File: src/rtl/spi_ahb_fifo_pkg.sv
// Shared definitions for spi_ahb_fifo: register offsets (haddr[3:2]), STATUS bit
// positions and the TX drain state machine encoding.
package spi_ahb_fifo_pkg;

    localparam logic [1:0] OFS_TXDATA = 2'd0;
    localparam logic [1:0] OFS_RXDATA = 2'd1;
    localparam logic [1:0] OFS_STATUS = 2'd2;

    localparam int STAT_TX_EMPTY     = 0;
    localparam int STAT_TX_FULL      = 1;
    localparam int STAT_RX_EMPTY     = 2;
    localparam int STAT_RX_FULL      = 3;
    localparam int STAT_BUSY         = 4;
    localparam int STAT_TX_OVF       = 5;
    localparam int STAT_RX_OVF       = 6;
    localparam int STAT_TX_COUNT_LSB = 8;
    localparam int STAT_RX_COUNT_LSB = 12;

    typedef enum logic [1:0] {
        S_IDLE      = 2'd0,
        S_LOAD      = 2'd1,
        S_WAIT_BUSY = 2'd2,
        S_WAIT_DONE = 2'd3
    } drain_state_t;

endpackage

File: src/rtl/sync_fifo.sv
// Single-clock FIFO with combinational head. A push and a pop in the same cycle
// always both complete, so the occupancy is unchanged even when full or empty.
module sync_fifo #(
    parameter int WIDTH = 8,
    parameter int DEPTH = 4
) (
    input  logic                     clk,
    input  logic                     rst,
    input  logic                     push,
    input  logic                     pop,
    input  logic [WIDTH-1:0]         wdata,
    output logic [WIDTH-1:0]         rdata,
    output logic                     full,
    output logic                     empty,
    output logic [$clog2(DEPTH):0]   count
);

    localparam int AW = $clog2(DEPTH);

    logic [WIDTH-1:0] mem [DEPTH];
    logic [AW-1:0]    wptr;
    logic [AW-1:0]    rptr;
    logic             do_push;
    logic             do_pop;

    assign full    = (count == (AW + 1)'(DEPTH));
    assign empty   = (count == '0);
    assign do_push = push && (!full || pop);
    assign do_pop  = pop && (!empty || push);
    // On an empty FIFO the byte being pushed is the one popped, so forward it.
    assign rdata   = empty ? wdata : mem[rptr];

    always_ff @(posedge clk) begin
        if (do_push) begin
            mem[wptr] <= wdata;
        end
    end

    always_ff @(posedge clk or negedge rst) begin
        if (!rst) begin
            wptr  <= '0;
            rptr  <= '0;
            count <= '0;
        end else begin
            if (do_push) begin
                wptr <= wptr + 1'b1;
            end
            if (do_pop) begin
                rptr <= rptr + 1'b1;
            end
            if (do_push && !do_pop) begin
                count <= count + 1'b1;
            end else if (do_pop && !do_push) begin
                count <= count - 1'b1;
            end
        end
    end

endmodule

File: src/rtl/spi_ahb_fifo.sv
// AHB-Lite register front end feeding an SPI core through TX/RX byte FIFOs.
// Define SPI_AHB_FIFO_IRQ_EN to add the irq output.
module spi_ahb_fifo
    import spi_ahb_fifo_pkg::*;
#(
    parameter int FIFO_DEPTH = 4
) (
    input  logic         clk,
    input  logic         rst,
    input  logic         hsel,
    input  logic         hwrite,
    input  logic [31:0]  haddr,
    input  logic [31:0]  hwdata,
    output logic [31:0]  hrdata,
    output logic [7:0]   spi_data_in,
    output logic         spi_ready_send,
    input  logic         spi_busy,
    input  logic [7:0]   spi_data_out,
    output drain_state_t fsm_state
`ifdef SPI_AHB_FIFO_IRQ_EN
    ,
    output logic         irq
`endif
);

    localparam int CW = $clog2(FIFO_DEPTH) + 1;

    logic           a_sel;
    logic           a_write;
    logic [1:0]     a_ofs;
    logic           wr_tx;
    logic           rd_rx;
    logic           wr_status;
    logic           rd_status;

    logic           tx_pop;
    logic [7:0]     tx_head;
    logic           tx_full;
    logic           tx_empty;
    logic [CW-1:0]  tx_count;
    logic           rx_push;
    logic           rx_pop;
    logic [7:0]     rx_head;
    logic           rx_full;
    logic           rx_empty;
    logic [CW-1:0]  rx_count;

    logic           tx_ovf;
    logic           rx_ovf;
    logic [31:0]    status;
    logic [7:0]     data_reg;
    drain_state_t   state;
    drain_state_t   state_next;
    logic           unused_bits;

    assign unused_bits = ^{haddr[31:4], haddr[1:0], hwdata[31:8]};

    always_ff @(posedge clk or negedge rst) begin
        if (!rst) begin
            a_sel   <= 1'b0;
            a_write <= 1'b0;
            a_ofs   <= '0;
        end else begin
            a_sel   <= hsel;
            a_write <= hwrite;
            a_ofs   <= haddr[3:2];
        end
    end

    assign wr_tx     = a_sel &&  a_write && (a_ofs == OFS_TXDATA);
    assign rd_rx     = a_sel && !a_write && (a_ofs == OFS_RXDATA);
    assign wr_status = a_sel &&  a_write && (a_ofs == OFS_STATUS);
    assign rd_status = a_sel && !a_write && (a_ofs == OFS_STATUS);
    // An empty RX read is a no-op: no pop, no flag change.
    assign rx_pop    = rd_rx && !rx_empty;

    sync_fifo #(.WIDTH(8), .DEPTH(FIFO_DEPTH)) u_tx_fifo (
        .clk   (clk),
        .rst   (rst),
        .push  (wr_tx),
        .pop   (tx_pop),
        .wdata (hwdata[7:0]),
        .rdata (tx_head),
        .full  (tx_full),
        .empty (tx_empty),
        .count (tx_count)
    );

    sync_fifo #(.WIDTH(8), .DEPTH(FIFO_DEPTH)) u_rx_fifo (
        .clk   (clk),
        .rst   (rst),
        .push  (rx_push),
        .pop   (rx_pop),
        .wdata (spi_data_out),
        .rdata (rx_head),
        .full  (rx_full),
        .empty (rx_empty),
        .count (rx_count)
    );

    always_ff @(posedge clk or negedge rst) begin
        if (!rst) begin
            state <= S_IDLE;
        end else begin
            state <= state_next;
        end
    end

    always_comb begin
        state_next     = state;
        tx_pop         = 1'b0;
        rx_push        = 1'b0;
        spi_ready_send = 1'b0;
        unique case (state)
            S_IDLE: begin
                if (!tx_empty && !spi_busy) begin
                    tx_pop     = 1'b1;
                    state_next = S_LOAD;
                end
            end
            S_LOAD: begin
                spi_ready_send = 1'b1;
                state_next     = S_WAIT_BUSY;
            end
            S_WAIT_BUSY: begin
                if (spi_busy) begin
                    state_next = S_WAIT_DONE;
                end
            end
            S_WAIT_DONE: begin
                if (!spi_busy) begin
                    rx_push    = 1'b1;
                    state_next = S_IDLE;
                end
            end
            default: state_next = S_IDLE;
        endcase
    end

    // The byte is latched on the TX pop and held until the next transfer starts.
    always_ff @(posedge clk or negedge rst) begin
        if (!rst) begin
            data_reg <= '0;
        end else if (tx_pop) begin
            data_reg <= tx_head;
        end
    end

    always_ff @(posedge clk or negedge rst) begin
        if (!rst) begin
            tx_ovf <= 1'b0;
            rx_ovf <= 1'b0;
        end else begin
            if (wr_status && hwdata[STAT_TX_OVF]) begin
                tx_ovf <= 1'b0;
            end
            if (wr_status && hwdata[STAT_RX_OVF]) begin
                rx_ovf <= 1'b0;
            end
            // A new overflow in the clearing cycle wins over the clear.
            if (wr_tx && tx_full && !tx_pop) begin
                tx_ovf <= 1'b1;
            end
            if (rx_push && rx_full && !rx_pop) begin
                rx_ovf <= 1'b1;
            end
        end
    end

    always_comb begin
        status                                = '0;
        status[STAT_TX_EMPTY]                 = tx_empty;
        status[STAT_TX_FULL]                  = tx_full;
        status[STAT_RX_EMPTY]                 = rx_empty;
        status[STAT_RX_FULL]                  = rx_full;
        status[STAT_BUSY]                     = (state != S_IDLE);
        status[STAT_TX_OVF]                   = tx_ovf;
        status[STAT_RX_OVF]                   = rx_ovf;
        status[STAT_TX_COUNT_LSB +: 4]        = 4'(tx_count);
        status[STAT_RX_COUNT_LSB +: 4]        = 4'(rx_count);
    end

    always_comb begin
        hrdata = '0;
        if (rx_pop) begin
            hrdata = {24'h0, rx_head};
        end else if (rd_status) begin
            hrdata = status;
        end
    end

    assign spi_data_in = data_reg;
    assign fsm_state   = state;

`ifdef SPI_AHB_FIFO_IRQ_EN
    assign irq = (rx_count != '0) || tx_ovf || rx_ovf;
`endif

endmodule

File: config.mk
export PLATFORM = sky130hd
export DESIGN_NAME = spi_ahb_fifo
export DESIGN_NICKNAME = d
export VERILOG_FILES = /design/src/rtl/spi_ahb_fifo_pkg.sv /design/src/rtl/sync_fifo.sv /design/src/rtl/spi_ahb_fifo.sv
export SDC_FILE = /design/constraint.sdc
export NUM_CORES = 1
export LEC_CHECK = 0
export ABC_AREA = 1
export CORE_MARGIN = 2
export CORE_UTILIZATION = 43
export CTS_CLUSTER_SIZE = 24
export DETAILED_ROUTE_END_ITERATION = 6
export GPL_TIMING_DRIVEN = 0
export PLACE_DENSITY = 0.85
export REMOVE_ABC_BUFFERS = 1
export SLEW_MARGIN = 10
export SYNTH_ARGS = -nofsm -noshare
export SYNTH_HDL_FRONTEND = slang
export SYNTH_SLANG_ARGS = --single-unit
File: constraint.sdc
create_clock -name clk -period 2.2 [get_ports clk]
set_input_delay 0.44 -clock clk [delete_from_list [all_inputs] [get_ports clk]]
set_output_delay 0.44 -clock clk [all_outputs]
set_load 0.05 [all_outputs]
==> flow_summary.ini, run 1 <==
[finish]
syn2layout_area_growth_pct = 21.0
final_util_pct = 53.5
drive_gt1_share_pct = 17.8
finalNetCount = 576
layout_common_cells = nand2_1 (92), edfxtp_1 (64), nor2_1 (44)
layout_commonest_cell = nand2_1
diodes = 0

[worst_setup_path]
cp_slowest_cell = dfrtp_4
r2r_end = u_tx_fifo.count[2]
worst_path_largest_cell_delay_ns = 0.51
path_buf_inv = 3
crit_fanout = 8
cp.arrival_ns = 1.70
ff2ff_setup_slack_ns = 0.08
crit_chain = clkinvlp_4 -> buf_4 -> nand2_1 -> nand3_1 -> nand3_1 -> nand2_1 -> buf_4
r2r_start = fsm_state[0]
reg2reg_depth = 12
crit_type = flop to output pin
crit_path_end_kind = output pin
worstPathRequired_ns = 1.76
cp_top_family = buffers and inverters
critPathLaunchType = flop

[drt]
drc_errors = 0
routed_wl_mm = 8.43
ant_nets = 0
drt_first_pass_iters = 4
avgViaCountPerCell = 4.78
vias = 2971
drt_iter0_drc = 166
drt-wirelength-per-cell_um = 13.6

[timing]
max-slew-margin-rel_pct = 43.8
fin_setup_tns_ns = 0
period_needed_ns = 2.14
setup_viol = 0
hold_viol_final = 0
tightest_slew_ns = 0.840
fin_skew_ns = 0.0107
rsz0062_at_grt = true
slew_violations = 0
fmax_mhz = 468
fin_crit_sh_pct = 97.2
hold_slack_ns = 0.130
fin_ws_ns = 0.0617

[yosys]
ys_warn_count = 0
ys_ff_latch = 94
syn_area_per_cell_um2 = 10.4
syn_area_mm2 = 0.00430
synthCells = 415
synth_cell_types = 26
yosysSeqAreaShare_pct = 62.2

[grt]
grt-ovfl-total = 0
antenna_found_initial = 0
track_usage_pct = 15.9
grt_pass1_wl_mm = 13.4
grt_max_degree = 31
grt_pass1_vias = 2830

[floorplan]
fp-row-count = 36
start_util_pct = 44.2
die_w_um = 104
die_area_mm2 = 0.0108
ios = 120
core_region_area_mm2 = 0.00973
die-height_um = 104

[place]
post-place-ws_ns = -0.493
hpwl_mm = 5.72
port_buffers = 47
gp_congestion = 0.787

[run]
max_cap_viol_count = 0

[clock_network]
cts_made_buffers = 9
cts-root-buf = clkbuf_8
htree_levels = 3
clk_latency_ns = 0.35
cts_buffer_depth = 2
ctsHoldBuffers = 0
clk_pin_slew_worst_paths_ns = 0.08
cts_tree = done
cts_sinks = 94

[power_and_ir_drop]
power.density_mw_per_mm2 = 1140
peakVddDrop_uv = 613
power.leakage_nw = 2.17

[status]
status = complete, no violations

[worst_hold_path]
hold_path.class = input port to async pin
==> state kept, by name, summed over array words and instances (netlist names), 2 cells and up <==
register and flops:
u_rx_fifo.count 3, u_rx_fifo.rptr 2, fsm_state 2, u_tx_fifo.rptr 2, u_rx_fifo.wptr 2, u_tx_fifo.count 3
a_ofs 2, u_tx_fifo.mem 32, u_rx_fifo.mem 32, u_tx_fifo.wptr 2, spi_data_in 8
==> area by class of cell <==
class	count	area [µm²]
clock buffer	11	131
clock inverter	5	26.3
fill	836	4530
inverter	43	173
multi-input combinational	267	1410
sequential	94	2680
tap	133	166
timing repair buffer	67	613
timing repair inverter	1	7.51
==> cell usage after synthesis <==
library cell	n	area (µm²)
nand2_1	95	357
edfxtp_1	64	1920
nor2_1	51	191
inv_1	42	158
dfrtp_1	30	751
nand3_1	28	140
o21ai_0	25	125
buf_4	22	165
ha_1	14	175
a21oi_1	9	45.0
or2_2	8	50.1
xnor2_1	4	35.0
xor2_1	4	35.0
buf_2	3	15.0
buf_6	2	22.5
fa_1	2	40.0
nand2_2	2	12.5
nor2_2	2	12.5
clkbuf_1	1	3.75
conb_1	1	3.75
inv_4	1	6.26
nand3_2	1	10.0
nor3_1	1	5.00
o211ai_1	1	7.51
o21ai_1	1	5.00
or2_0	1	6.26
==> layer usage <==
layer / up-vias / global-route usage [%] / share of wire, %
met2: 93 / 28.9 / 53
met1: 1425 / 18.4 / 40
met3: 15 / 3.57 / 5.0
met5: - / 0 / 0
li1: 1438 / - / -
met4: 0 / 5.69 / 1.8
==> worst max path at each step <==
| stage | startpoint | endpoint | slack (ns) | cells past startpoint |
|---|---|---|---|---|
| after global placement | spi_busy | u_tx_fifo.count[2] | -0.49 | 10 |
| after detailed placement | spi_busy | u_tx_fifo.count[2] | -0.49 | 10 |
| after floorplan | fsm_state[0] | u_tx_fifo.count[2] | -0.38 | 12 |
| final | u_rx_fifo.rptr[0] | hrdata[6] | 0.06 | 7 |
| after CTS | a_ofs[0] | hrdata[10] | 0.009 | 4 |
| after global routing | fsm_state[0] | u_tx_fifo.count[2] | -0.05 | 12 |
==> cells by family after synthesis <==
logic type	share of synthesized area, %
compound gates	4.25
xor+xnor	1.63
fa+ha+maj	5.01
buf+inv	8.61
flops	62.2
other cells	0.0872
simple gates	18.2
==> power by group <==
part	internal [mW]	total, mW	switching (mW)
registers	2.19	2.50	0.302
logic	0.954	2.49	1.54
clock network	0.400	0.957	0.557
total	3.55	5.94	2.40
==> per-stage QoR <==
step / total power [mW] / cells / area (µm²)
final: 5.94 / 621 / 5200
after global routing: 6.37 / 621 / 5200
after CTS: 5.78 / 611 / 5050
after detailed placement: 4.65 / 584 / 4790
after global placement: 4.53 / 584 / 4790
after floorplan: 4.00 / 404 / 4160
==> what timing repair did <==
item | in CTS | in global routing
setup buffers | 11 | 9
gates resized for setup | 81 | 28
cloned | 0 | 1
hold endpoints to repair | 0 | 0
endpoints found under the setup margin | 49 | 74
pin swaps | 2 | 7
Note: power is estimated with default switching activity, not from simulation.
==> run 2: changes to the inputs <==
Settings changed: SETUP_SLACK_MARGIN set to 0.1.
==> run 2 against run 1 <==
Against the previous run:
- combinational power increased by 4%
- cell count up 0.64%
- sequential power about the same
- clock power rose by 0.7%
- largest power group is now combinational cells
- non-clock buffer count rose by 4
- register-to-register slack better by 0.03 ns
- sequential cell count unchanged
==> flow_summary.ini, run 2 (synthesis results as in run 1) <==
[worst_setup_path]
crit_type = flop to output pin
r2r_start = fsm_state[0]
cp.arrival_ns = 1.70
r2r_end = u_tx_fifo.count[2]
crit_end = hrdata[6]
crit_path_end_kind = output pin
worst_path_largest_cell_delay_ns = 0.51
reg2reg_depth = 12
ff2ff_setup_slack_ns = 0.11
crit_start = u_rx_fifo.rptr[0]
worstPathRequired_ns = 1.76
crit_fanout = 6
critPathLaunchType = flop
crit_chain = clkinvlp_4 -> buf_4 -> nand2_1 -> nand3_1 -> nand3_1 -> nand2_1 -> buf_6
cp_slowest_cell = dfrtp_4

[grt]
antenna_found_initial = 0
grt_max_degree = 31
grt_pass1_wl_mm = 13.8
grt_pass1_vias = 2900
track_usage_pct = 16.3
grt-ovfl-total = 0

[run]
max_cap_viol_count = 0

[floorplan]
die_area_mm2 = 0.0108
start_util_pct = 44.2
fp-row-count = 36
core_region_area_mm2 = 0.00973
die-height_um = 104
die_w_um = 104
ios = 120

[finish]
nFillCells = 809
finalNetCount = 580
regArea_mm2 = 0.00268
multiInputGateArea_mm2 = 0.00146
finalNonFillerCells = 625
layout_common_cells = nand2_1 (84), edfxtp_1 (64), nor2_1 (42)
syn2layout_area_growth_pct = 23.1
diodes = 0
drive_gt1_share_pct = 22.0
layout_commonest_cell = nand2_1
fin_area_mm2 = 0.00529

[drt]
vias = 3006
drc_errors = 0
routed_wl_mm = 8.84
ant_nets = 0
avgViaCountPerCell = 4.81
drt_first_pass_iters = 5
drt_iter0_drc = 138
drt-wirelength-per-cell_um = 14.1

[power_and_ir_drop]
power.density_mw_per_mm2 = 1140
peakVddDrop_uv = 638
total_power_mw = 6.04
power.leakage_nw = 2.24

[clock_network]
clk_pin_slew_worst_paths_ns = 0.09
cts_buffer_depth = 2
clk_latency_ns = 0.36
cts_made_buffers = 9
cts-root-buf = clkbuf_8
cts_sinks = 94
ctsHoldBuffers = 0
htree_levels = 3
cts_tree = done

[timing]
fmax_mhz = 467
hold_viol_final = 0
slew_violations = 0
setup_viol = 0
tightest_slew_ns = 0.853
fin_setup_tns_ns = 0
fin_crit_sh_pct = 97.3
fin_skew_ns = 0.0113
period_needed_ns = 2.14
rsz0062_at_grt = true
hold_slack_ns = 0.125
max-slew-margin-rel_pct = 42.9

[status]
status = complete, no violations

[place]
port_buffers = 47
hpwl_mm = 5.72
dp_cells = 584
postPlaceCellArea_mm2 = 0.00479
gp_congestion = 0.787

[worst_hold_path]
hold_path.class = input port to async pin
-- run 2: cell count changes in the layout (fill, tap and decap cells not counted), moves of 3 or more --
cell,delta
nand2_1,-8
inv_2,+3
nand3_1,-4
buf_2,+5
nand3_2,+4
nand2_2,+7
buf_8,+5
clkdlybuf4s15_2,-5
-- run 2: cell type report --
type	instances	share of cell area [%]
clock inverters	5	0.497
multi-input cells	267	27.6
clock buffers	11	2.48
inverters	43	3.17
well taps	133	3.14
flip-flops and latches	94	50.6
repair buffers	71	12.3
repair inverters	1	0.142
-- run 2: power by group --
part           total [mW]  switching (mW)  internal (mW)
clock               0.964           0.563          0.400
sequential           2.49           0.297           2.19
combinational        2.58            1.60          0.984
-- run 2: timing repair --
action                     CTS  global route
cloned                       1             0
setup buffers               15             9
resized for setup           95            58
setup endpoints to repair   50            52
pin swaps                    6             9
-- run 2: worst min-delay path by stage --
stage | start | endpoint | slack (ns) | cells after the start
2_1_floorplan | rst | a_ofs[0] | 0.14 | 0
3_3_place_gp | spi_data_in[1] | spi_data_in[1] | 0.46 | 2
3_5_place_dp | spi_data_in[7] | spi_data_in[7] | 0.46 | 2
4_1_cts | rst | spi_data_in[2] | 0.15 | 1
5_1_grt | rst | spi_data_in[2] | 0.18 | 1
6_report | rst | spi_data_in[2] | 0.12 | 1
-- run 2: layer usage --
| metal | global-route usage (%) | up-vias | wire length [µm] |
|---|---|---|---|
| met5 | 0 | - | 0 |
| met4 | 6.08 | 0 | 154 |
| met3 | 3.57 | 16 | 448 |
| met2 | 30.0 | 95 | 4750 |
| met1 | 18.6 | 1447 | 3490 |
| li1 | - | 1448 | - |
-- run 2: critical path, delay by kind of cell (launching register included) --
kind	cells	cell delay (ns)
flip-flops	1	0.51
buffers and inverters	3	0.50
AND/OR/NAND/NOR	4	0.33
-- run 2: through the flow --
step                setup slack, ns  util [%]
floorplan                    -0.382         -
CTS                          0.0580      52.6
finish                       0.0598      54.4
detailed placement           -0.493      49.2
global placement             -0.487      49.3
global route                -0.0148      54.4
==> run 3: changes to the inputs <==
Settings changed: CORE_UTILIZATION 43 to 41, PLACE_DENSITY 0.85 to 0.8, SYNTH_HIERARCHICAL set to 1.
==> run 3 against run 2 <==
Against the previous run:
- the run now ends with setup timing left
- largest cell class unchanged
- cell count increased by 28%
- critical path type unchanged
- global-route usage increased by 2.3 points
- sequential cell count unchanged
==> flow_summary.ini, run 3 <==
[yosys]
synth_cell_types = 28
ys_ff_latch = 94
ys.flop_type = edfxtp_1
synthTopCellsByArea = edfxtp_1 (38%), dfrtp_1 (15%), nand2_1 (14%)
synth_edf_count = 64
yosysSeqAreaShare_pct = 53.3
ys_warn_count = 6
synthCells = 550
async_flop_share_pct = 31.9
syn_area_mm2 = 0.00501
synth.top_cell.area_share_pct = 38.3
yosys.area.top_type = edfxtp_1
syn_area_per_cell_um2 = 9.11
synth_most_common_cell = nand2_1
synthTopCellsByCount = nand2_1 (185), inv_1 (91), edfxtp_1 (64)

[clock_network]
cts_buffer_depth = 2
cts_sinks = 94
htree_levels = 3
cts-root-buf = clkbuf_16
clk_latency_ns = 0.35
cts_tree = done
cts_made_buffers = 9
clk_pin_slew_worst_paths_ns = 0.06

[worst_setup_path]
worst_path_largest_cell_delay_ns = 0.57
reg2reg_depth = 10
cp.arrival_ns = 1.83
crit_path_frequent_cell = nand2_1
crit_type = flop to output pin
crit_fanout = 7
r2r_end = u_tx_fifo/count[1]
crit_path_end_kind = output pin
ff2ff_setup_slack_ns = 0
r2r_start = a_ofs[1]
crit_chain = buf_6 -> nand2_1 -> nand3_1 -> nand2_1 -> nand2_1 -> nand2_1 -> nand3_1 -> nand2_2 -> buf_8
worstPathRequired_ns = 1.76
critPathLaunchType = flop
cp_slowest_cell = dfrtp_4

[timing]
fin_ws_ns = -0.0683
fin_crit_sh_pct = 103
fmax_mhz = 441
slew_violations = 0
hold_slack_ns = 0.138
fin_skew_ns = 0.00888
tightest_slew_ns = 0.758
hold_viol_final = 0
max-slew-margin-rel_pct = 49.5
rsz0062_at_grt = true
setup_viol = 2
period_needed_ns = 2.27

[floorplan]
fp-row-count = 40
ios = 120
start_util_pct = 41.9
die-height_um = 115
die_w_um = 115
die_area_mm2 = 0.0131
core_region_area_mm2 = 0.0120

[grt]
track_usage_pct = 18.6
grt-ovfl-total = 0
antenna_found_initial = 0
grt_max_degree = 31
grt_pass1_vias = 3890
grt_pass1_wl_mm = 18.7

[drt]
drt_iter0_drc = 360
avgViaCountPerCell = 5.03
routed_wl_mm = 13.1
vias = 4031
drc_errors = 0
ant_nets = 0
drt-wirelength-per-cell_um = 16.4
drt_first_pass_iters = 5

[power_and_ir_drop]
power.leakage_nw = 3.17
power_frac_comb_pct = 50.1
p_clk_share_pct = 18.6
p_switching_mw = 3.52
intPower_mw = 4.62
p_seq_share_pct = 31.3
peakVddDrop_uv = 815
power.density_mw_per_mm2 = 1250
switching_share_pct = 43.3

[worst_hold_path]
hold_path.class = input port to async pin

[finish]
multiInputGateArea_mm2 = 0.00203
final_util_pct = 54.4
syn2layout_area_growth_pct = 29.9
drive_gt1_share_pct = 31.0
nFillCells = 906
layout_commonest_cell = nand2_1
regArea_mm2 = 0.00268
finalNetCount = 744
diodes = 0
fin_area_mm2 = 0.00651
layout_common_cells = nand2_1 (159), inv_1 (83), edfxtp_1 (64)

[status]
violations = setup timing
status = finished with violations

[place]
port_buffers = 47
postPlaceCellArea_mm2 = 0.00550
hpwl_mm = 7.28
gp_congestion = 0.780

[run]
max_cap_viol_count = 0
==> run 3: changes by cell type after synthesis, sizes merged, moves of 5 or more <==
cell / change
a21oi: -9
inv: +61
nand2: +108
nand3: +34
nand3b: +5
nor2: -29
o21ai: -25
or2: -8
==> run 3: kinds of logic (layout without fill, tap and decap cells) <==
group / after synthesis / in the layout / share of synthesized area [%]
AND/OR/NAND/NOR: 301 / 301 / 28.4
buffers and inverters: 130 / 218 / 12.5
flip-flops: 94 / 94 / 53.3
adder cells (fa/ha/maj): 17 / 17 / 4.54
XOR/XNOR: 6 / 6 / 1.05
other: 1 / 18 / 0.0748
AO/OA/AOI/OAI: 1 / 1 / 0.0998
==> run 3: layer usage <==
metal | global-route usage, % | vias to the layer above | share of wire, %
met1 | 22.1 | 1889 | 37
met5 | 0 | - | 0
met3 | 3.44 | 58 | 7.8
met4 | 9.76 | 0 | 4.8
met2 | 32.1 | 218 | 51
li1 | - | 1866 | -
==> run 3: how the worst max path moves through the flow <==
stage / start / endpoint / slack [ns] / depth (start not counted)
3_3_place_gp: spi_busy / u_tx_fifo/count[2] / -0.69 / 13
5_1_grt: u_rx_fifo/rptr[0] / hrdata[3] / -0.10 / 9
2_1_floorplan: fsm_state[0] / u_tx_fifo/count[1] / -0.39 / 12
6_report: u_rx_fifo/rptr[0] / hrdata[3] / -0.07 / 9
3_5_place_dp: spi_busy / u_tx_fifo/mem[1][7] / -0.72 / 7
4_1_cts: u_rx_fifo/rptr[0] / hrdata[3] / -0.01 / 9
==> run 3: what timing repair did <==
item / 4_1_cts / 5_1_grt
setup endpoints to repair: 85 / 38
hold buffers: 0 / 0
gates cloned: 1 / 0
resized for setup: 174 / 28
buffers inserted: 34 / 16
endpoints found under the hold margin: 0 / 0
pin swaps: 30 / 39
==> run 3: critical path: cells and delay by family (launching register included) <==
kind / cells / cell delay, ns
flip-flops: 1 / 0.57
buffers and inverters: 2 / 0.30
AND/OR/NAND/NOR: 7 / 0.60
==> run 3: metrics by stage <==
stage	power (mW)	TNS, ns	setup slack, ns	std cells
2_1_floorplan	4.61	-2.12	-0.390	541
3_3_place_gp	5.29	-34.05	-0.695	735
3_5_place_dp	5.44	-36.66	-0.715	735
4_1_cts	7.69	-0.0122	-0.0122	786
5_1_grt	8.52	-0.559	-0.105	802
6_report	8.15	-0.103	-0.0683	802
==> run 3: area by class of cell <==
cell class	count	area share, %
sequential	94	41.2
multi-input combinational	343	31.1
timing repair buffer	97	13.7
inverter	104	6.69
clock buffer	12	3.63
tap	147	2.82
clock inverter	4	0.749
timing repair inverter	1	0.0961
==> run 3: power by group through the flow <==
stage               sequential [mW]  combinational (mW)  clock [mW]
finish                         2.55                4.08        1.52
CTS                            2.52                3.67        1.50
detailed placement             2.64                2.80           0
global placement               2.61                2.68           0
global route                   2.58                4.37        1.57
floorplan                      2.83                1.78           0
